## config.mk

```make
export PLATFORM = sky130hd
export DESIGN_NAME = rv32i_if_stage
export DESIGN_NICKNAME = d
export VERILOG_FILES = /design/src/rtl/rv32i_if_stage.sv
export SDC_FILE = /design/constraint.sdc
export NUM_CORES = 1
export LEC_CHECK = 0
export ABC_AREA = 1
export BUFFER_PORTS_ARGS = -buffer_cell sky130_fd_sc_hd__buf_2
export CELL_PAD_IN_SITES_DETAIL_PLACEMENT = 1
export CELL_PAD_IN_SITES_GLOBAL_PLACEMENT = 2
export CORE_ASPECT_RATIO = 0.9
export CORE_MARGIN = 8
export CORE_UTILIZATION = 25
export DETAILED_ROUTE_END_ITERATION = 8
export PLACE_DENSITY = 0.8
export SETUP_SLACK_MARGIN = 0.5
export SYNTH_ARGS = -nofsm -noshare
export SYNTH_HDL_FRONTEND = slang
export SYNTH_SLANG_ARGS = --single-unit
```

## constraint.sdc

```tcl
create_clock -name clk -period 1.65 [get_ports clk]
set_clock_uncertainty 0.15 [all_clocks]
set_input_delay 0 -clock clk [delete_from_list [all_inputs] [get_ports clk]]
set_output_delay 0 -clock clk [all_outputs]
set_load 0.02 [all_outputs]
```

## src/rtl/rv32i_if_stage.sv

```systemverilog
// RV32I instruction-fetch stage: owns the PC, drives the ROM address and
// loads the IF/ID register with stall, flush and deferred-redirect handling.
module rv32i_if_stage #(
  parameter logic [31:0] RESET_PC = 32'h0000_0000,
  parameter logic [31:0] NOP_INST = 32'h0000_0013
) (
  input  logic        clk,
  input  logic        rst,
  input  logic        stall_i,
  input  logic        redirect_valid_i,
  input  logic [31:0] redirect_pc_i,
  input  logic [31:0] inst_i,
  output logic        ce_o,
  output logic [31:0] pc_o,
  output logic [31:0] id_pc_o,
  output logic [31:0] id_inst_o,
  output logic        id_valid_o,
  output logic [31:0] fetch_cnt_o
);

  localparam int unsigned XLEN    = 32;
  localparam int unsigned ILEN_B  = 4;

  typedef enum logic {
    BOOT = 1'b0,
    RUN  = 1'b1
  } state_t;

  state_t            state;
  state_t            state_nxt;
  logic              ce_nxt;
  logic [XLEN-1:0]   pc_nxt;
  logic              pend_valid;
  logic              pend_valid_nxt;
  logic [XLEN-1:0]   pend_pc;
  logic [XLEN-1:0]   pend_pc_nxt;
  logic [XLEN-1:0]   id_pc_nxt;
  logic [XLEN-1:0]   id_inst_nxt;
  logic              id_valid_nxt;
  logic [XLEN-1:0]   fetch_cnt_nxt;
  logic [XLEN-1:0]   redirect_aligned;
  logic [XLEN-1:0]   pc_plus4;

  assign redirect_aligned = {redirect_pc_i[XLEN-1:2], 2'b00};
  assign pc_plus4         = pc_o + XLEN'(ILEN_B);

  // Next-state and next-register values; everything holds unless overridden.
  always_comb begin
    state_nxt      = state;
    ce_nxt         = ce_o;
    pc_nxt         = pc_o;
    pend_valid_nxt = pend_valid;
    pend_pc_nxt    = pend_pc;
    id_pc_nxt      = id_pc_o;
    id_inst_nxt    = id_inst_o;
    id_valid_nxt   = id_valid_o;
    fetch_cnt_nxt  = fetch_cnt_o;

    case (state)
      BOOT: begin
        state_nxt      = RUN;
        ce_nxt         = 1'b1;
        pc_nxt         = RESET_PC;
        pend_valid_nxt = 1'b0;
        id_pc_nxt      = pc_o;
        id_inst_nxt    = NOP_INST;
        id_valid_nxt   = 1'b0;
      end
      RUN: begin
        ce_nxt = 1'b1;
        if (redirect_valid_i && !stall_i) begin
          pc_nxt         = redirect_aligned;
          pend_valid_nxt = 1'b0;
          id_pc_nxt      = pc_o;
          id_inst_nxt    = NOP_INST;
          id_valid_nxt   = 1'b0;
        end else if (redirect_valid_i && stall_i) begin
          // Flush wins over freeze; the target is applied once the stall lifts.
          pend_valid_nxt = 1'b1;
          pend_pc_nxt    = redirect_aligned;
          id_pc_nxt      = pc_o;
          id_inst_nxt    = NOP_INST;
          id_valid_nxt   = 1'b0;
        end else if (stall_i) begin
          pc_nxt = pc_o;
        end else if (pend_valid) begin
          // Word at the current pc_o is wrong-path; drop it.
          pc_nxt         = pend_pc;
          pend_valid_nxt = 1'b0;
          id_pc_nxt      = pc_o;
          id_inst_nxt    = NOP_INST;
          id_valid_nxt   = 1'b0;
        end else begin
          pc_nxt        = pc_plus4;
          id_pc_nxt     = pc_o;
          id_inst_nxt   = inst_i;
          id_valid_nxt  = 1'b1;
          fetch_cnt_nxt = fetch_cnt_o + XLEN'(1);
        end
      end
      default: begin
        state_nxt = BOOT;
        ce_nxt    = 1'b0;
      end
    endcase
  end

  // State and pipeline registers.
  always_ff @(posedge clk or negedge rst) begin
    if (!rst) begin
      state       <= BOOT;
      ce_o        <= 1'b0;
      pc_o        <= RESET_PC;
      pend_valid  <= 1'b0;
      pend_pc     <= '0;
      id_pc_o     <= '0;
      id_inst_o   <= NOP_INST;
      id_valid_o  <= 1'b0;
      fetch_cnt_o <= '0;
    end else begin
      state       <= state_nxt;
      ce_o        <= ce_nxt;
      pc_o        <= pc_nxt;
      pend_valid  <= pend_valid_nxt;
      pend_pc     <= pend_pc_nxt;
      id_pc_o     <= id_pc_nxt;
      id_inst_o   <= id_inst_nxt;
      id_valid_o  <= id_valid_nxt;
      fetch_cnt_o <= fetch_cnt_nxt;
    end
  end

endmodule

```

After elaboration in Yosys (flattened, before gate mapping)
Cells that the tools add are included.
Storage, ports and cells
  word-level logic and storage cells: 47
  flip-flop bits (word level): 161
  bits of input ports: 68
  output and inout bits: 130
Cells by class
  mux-type cells: 23
  bitwise gates (word level): 5
  eq/ne operators: 3
  $add $sub $neg: 2
  reduce and logical (&&, ||, !) cells: 6
Operator list (count)
  2-to-1 mux 32 bit: 11
  one-hot mux 32 bit (2 select lines): 3
  adder 32 x 1 -> 32 bit (second input constant): 1
  adder 32 x 3 -> 32 bit (second input constant): 1
  2-to-1 mux 1 bit: 7
  inverter 1 bit: 5
  AND reduction 5 bit: 1
  != test 4 x 2 -> 1 bit (second input constant): 1
  one-hot mux 1 bit (2 select lines): 2
  != test 3 x 2 -> 1 bit (second input constant): 1
  != test 3 bit (second input constant): 1
  AND reduction 3 bit: 1
  logical AND 1 bit: 2
  AND reduction 2 bit: 1
  logical NOT 1 bit: 1

Logic depth before layout (Yosys ltp)
  word-level depth: 6
  mapped depth: 11
  gate-level depth less buffers: 11

Least setup slack after synthesis
No wires, ideal clock.
  path type: register to register
  start point: register pc_o[3]
  end point: register pc_o[18]
  data arrival time: 1.504 ns
  setup time: 0.131 ns
  stages on the path, launching flop included: 11
  data required time: 1.369 ns
  clock period less this slack: 1.785 ns
  slack: -0.135 ns
  buffers on the path: 0
  cell sequence: dfrtp_1 -> ha_1 -> nand2_1 -> nor2_2 -> nand2_2 -> nor2_4 -> nand2_1 -> nand3_1 -> nand2_1 -> nand2_1 -> o21ai_0
On the way
  longest elaborated chain between the ends: 6
RTL lines
  start: declaration: line 14  | output logic [31:0] pc_o,
  start signal: assignment: line 123  | pc_o <= pc_nxt;
  adder 32 x 3 -> 32 bit: line 45  | assign pc_plus4 = pc_o + XLEN'(ILEN_B);
  2-to-1 mux 32 bit: line 86  | end else if (pend_valid) begin
  2-to-1 mux 32 bit: line 84  | end else if (stall_i) begin
  2-to-1 mux 32 bit: line 77  | end else if (redirect_valid_i && stall_i) begin
  2-to-1 mux 32 bit: line 71  | if (redirect_valid_i && !stall_i) begin
  one-hot mux 32 bit (2 select lines): line 59  | case (state)
No other way between the ends. The select of a mux whose other input is x is not followed.
A chain may end at the register's enable or synchronous reset.

Worst setup path in the final report
  start point: register pc_o[3]
  end point: register pc_o[26]
The elaborated chain is that of the path after synthesis.

==> metrics.md <==
| Metric | Value |
|---|---|
| Peak supply drop | 767.0 µV |
| Global-route wire length before repair | 52740 µm |
| Final hold slack | -145.6 ps |
| Leak pwr | 7.276 nW |
| Number of port buffers | 191 |
| Fin crit share | 106.0% |
| Hold-fix buffers at CTS | 64 |
| Max Slew Vio Count | 0 |
| Placer Congestion | 0.8217 |
| Initial antenna violation count | 1 |
| Grt ovf | 0 |
| Post-synthesis sequential area ratio | 49.76% |
| DR iter-0 viols | 501 |
| Clock Latency Late Sink | 450 ps |
| Placed insts | 1622 |
| # Max-Cap Violations | 0 |
| Sequential cell area | 0.003994 mm² |
| Share of post-route cells with drive strength above 1 | 50.73% |
| Nets | 1502 |
| Routed WL | 38880 µm |
| TritonCTS clock tree | done |
| CP Max Fanout | 7 |
| Post-Layout Cell Count | 1854 |
| Failing checks | negative hold slack, negative setup slack |
| Max clock buf depth | 2 |
| Root buffer cell | clkbuf_16 |
| Reg2Reg Depth | 11 |
| Drt wl/cell | 20.97 µm |
| Worst Setup Start Kind | register |
| Worst path required time | 1870 ps |
| TNS Setup | -705.3 ps |
| Core outline area | 0.03099 mm² |
| Area Overhead vs Synth | 85.81% |
| Mapped Cells | 989 |
| Die area | 0.03756 mm² |
| #FFs+latches synth | 157 |
| Kind of critical path | register to register |
| Clock slew at reported path FFs | 80 ps |
| Detailed-route vias per instance | 4.730 |
| Fill count | 3531 |
| Total GRT Usage | 17.98% |
| Initial Util | 25.50% |
| Rows | 61 |
| Footprint of the multi-input gates | 0.004604 mm² |
| Synth unique cells | 40 |
| Die height | 184.7 µm |
| PnR worst setup slack | -98.88 ps |
| Hold crit path type | input pin to async pin |
| CTS sink cnt | 157 |
| Endpoints failing setup | 21 |
| F_max | 571.8 MHz |
| Status | complete, but fails checks |
| Pre-antenna DRT Iters | 4 |
| Mean Syn Cell Area | 7.990 µm² |
| Synth Warn # | 0 |
| Antenna viol nets, final | 0 |
| Final hold violations | 37 |
| CP Data Arrival Time | 1970 ps |
| Die X | 203.4 µm |
| Syn Std Cell Area | 0.007903 mm² |
| H-tree depth | 4 |
| Io pins | 198 |
| Post-layout min period | 1749 ps |
| Power Density | 795.1 mW/mm² |
| Ant. Diodes | 0 |
| CTS Buf Count | 17 |
| RSZ-0062 raised after global routing | true |
| Worst Setup End Kind | register |
| DR vias | 8770 |
| Largest net degree at the start of global routing | 53 |
| Total power | 11.68 mW |
| DRC | 0 |
| Vias in the first global route | 9147 |
| Post-detail-place hpwl | 22880 µm |
what timing repair did:
action | CTS | global route
endpoints found under the setup margin | 278 | 282
gates resized for setup | 210 | 394
pin swaps | 63 | 68
endpoints found under the hold margin | 250 | 32
gates cloned | 9 | 19
setup buffers | 48 | 60
per-stage QoR:
step                util (%)  hold slack [ps]  setup WS (ps)  cell area [µm²]
finish                 47.39           -145.6         -98.88            14680
global route           47.39           -132.5         -175.7            14680
CTS                    40.85           -152.9         -61.46            12660
detailed placement     32.62           -235.3         -43.52            10110
global placement       32.62           -232.6         -11.30            10110
floorplan                  -           -445.6          37.63             8275
cells by family (layout without fill, tap and decap cells):
group,Yosys count,after routing,share of synthesized area (%)
other,2,5,0.09503
DFF,157,157,49.76
buffers and inverters,135,587,7.061
muxes,5,5,0.7124
AOI/OAI and AO/OA,180,180,13.09
adders and majority gates,2,2,0.3166
and+or+nand+nor,486,487,26.52
xor gates and xnor gates,22,22,2.438
layout make-up:
cell class,count,share of cell area [%]
Clock inverter,14,1.397
Tap cell,409,3.485
Multi-Input combinational cell,701,31.36
Sequential cell,157,27.20
Timing Repair Buffer,461,30.89
Clock buffer,18,2.991
Inverter,94,2.684
worst max-delay path, stage by stage, from the launching register on:
cell	delay (ps)
dfrtp_2	410
ha_4	170
nand2_4	60
nor2_4	140
nand2_4	120
nor2_4	210
nand2_1	80
nand2_1	60
nand3_1	80
nand2_1	70
nand2_1	40
nand2_1	60
final timing paths:
| path | startpoint | to | slack (ps) |
|---|---|---|---|
| hold reg to reg | id_pc_o[15] | id_pc_o[15] | 330 |
| hold / removal | rst | pend_pc[31] | -150 |
| setup / recovery | pc_o[3] | pc_o[26] | -100 |
| min in group clk | stall_i | pc_o[4] | -60 |
| setup reg to reg | pc_o[3] | pc_o[26] | -100 |
| max in group asynchronous | rst | id_inst_o[1] | 850 |
cells in the mapped netlist (all sizes together):
cell,number,share of area [%]
o21ai,88,5.6
nor3,11,0.76
buf,17,1.4
nand4,5,0.40
nand2,327,16
nor2,84,4.9
o22a,3,0.33
and2,1,0.079
dfstp,3,1.0
nor3b,1,0.095
o211ai,5,0.48
conb,2,0.095
clkinv,1,0.11
nand3b,8,0.81
dfrtp,154,49
o22ai,1,0.079
a22o,29,3.2
xnor2,9,1.0
mux2,5,0.71
nand3,49,3.6
ha,2,0.32
clkbuf,24,1.1
a21oi,54,3.4
xor2,13,1.4
inv,93,4.4
where the power goes:
group	switching (mW)	internal, mW	total [mW]
combinational	1.33	1.37	2.70
sequential	0.337	4.15	4.49
clock	1.88	2.61	4.48
layer usage:
| layer | track usage [%] | routed length, µm | up-vias |
|---|---|---|---|
| met4 | 5.855 | 854 | 2 |
| met5 | 0 | 13 | - |
| met3 | 3.966 | 1446 | 60 |
| met2 | 30.40 | 19710 | 189 |
| met1 | 22.53 | 16860 | 4441 |
| li1 | - | - | 4078 |
cell usage in the layout, fill, tap and decap left out, types with 4 or more instances in the layout:
cell / synthesis / final
dfrtp_1: 154 / 105
o21ai_2: 0 / 42
inv_6: 0 / 4
o21ai_1: 1 / 31
buf_16: 0 / 8
nand3_4: 2 / 5
buf_4: 4 / 115
nand2_2: 4 / 56
clkinvlp_4: 0 / 5
nand3b_1: 7 / 7
buf_12: 0 / 20
o211ai_1: 5 / 5
nand2_8: 0 / 4
nand4_1: 5 / 5
mux2_4: 0 / 5
clkbuf_16: 0 / 30
buf_2: 10 / 104
nand2_1: 321 / 224
dlygate4sd3_1: 0 / 64
dfrtp_2: 0 / 49
a22o_1: 29 / 29
xnor2_2: 0 / 5
bufinv_16: 0 / 4
buf_6: 1 / 131
inv_2: 3 / 5
nor3_4: 0 / 8
a21oi_1: 54 / 51
nor2_1: 70 / 30
nand2_4: 2 / 44
inv_1: 90 / 82
o21ai_0: 87 / 15
xor2_1: 13 / 10
conb_1: 2 / 5
nor2_2: 8 / 22
nor2_4: 5 / 31
nand3_1: 44 / 39
buf_8: 1 / 6
nand3_2: 3 / 5
xnor2_1: 9 / 4
sequential cells by signal, summed over array words and instances, names as in the netlist:
register and flops:
state 1, id_pc_o 30, fetch_cnt_o 32, pend_pc 30, id_valid_o 1, pend_valid 1
id_inst_o 32, pc_o 30
No activity file was read; power rests on OpenSTA's default activity.
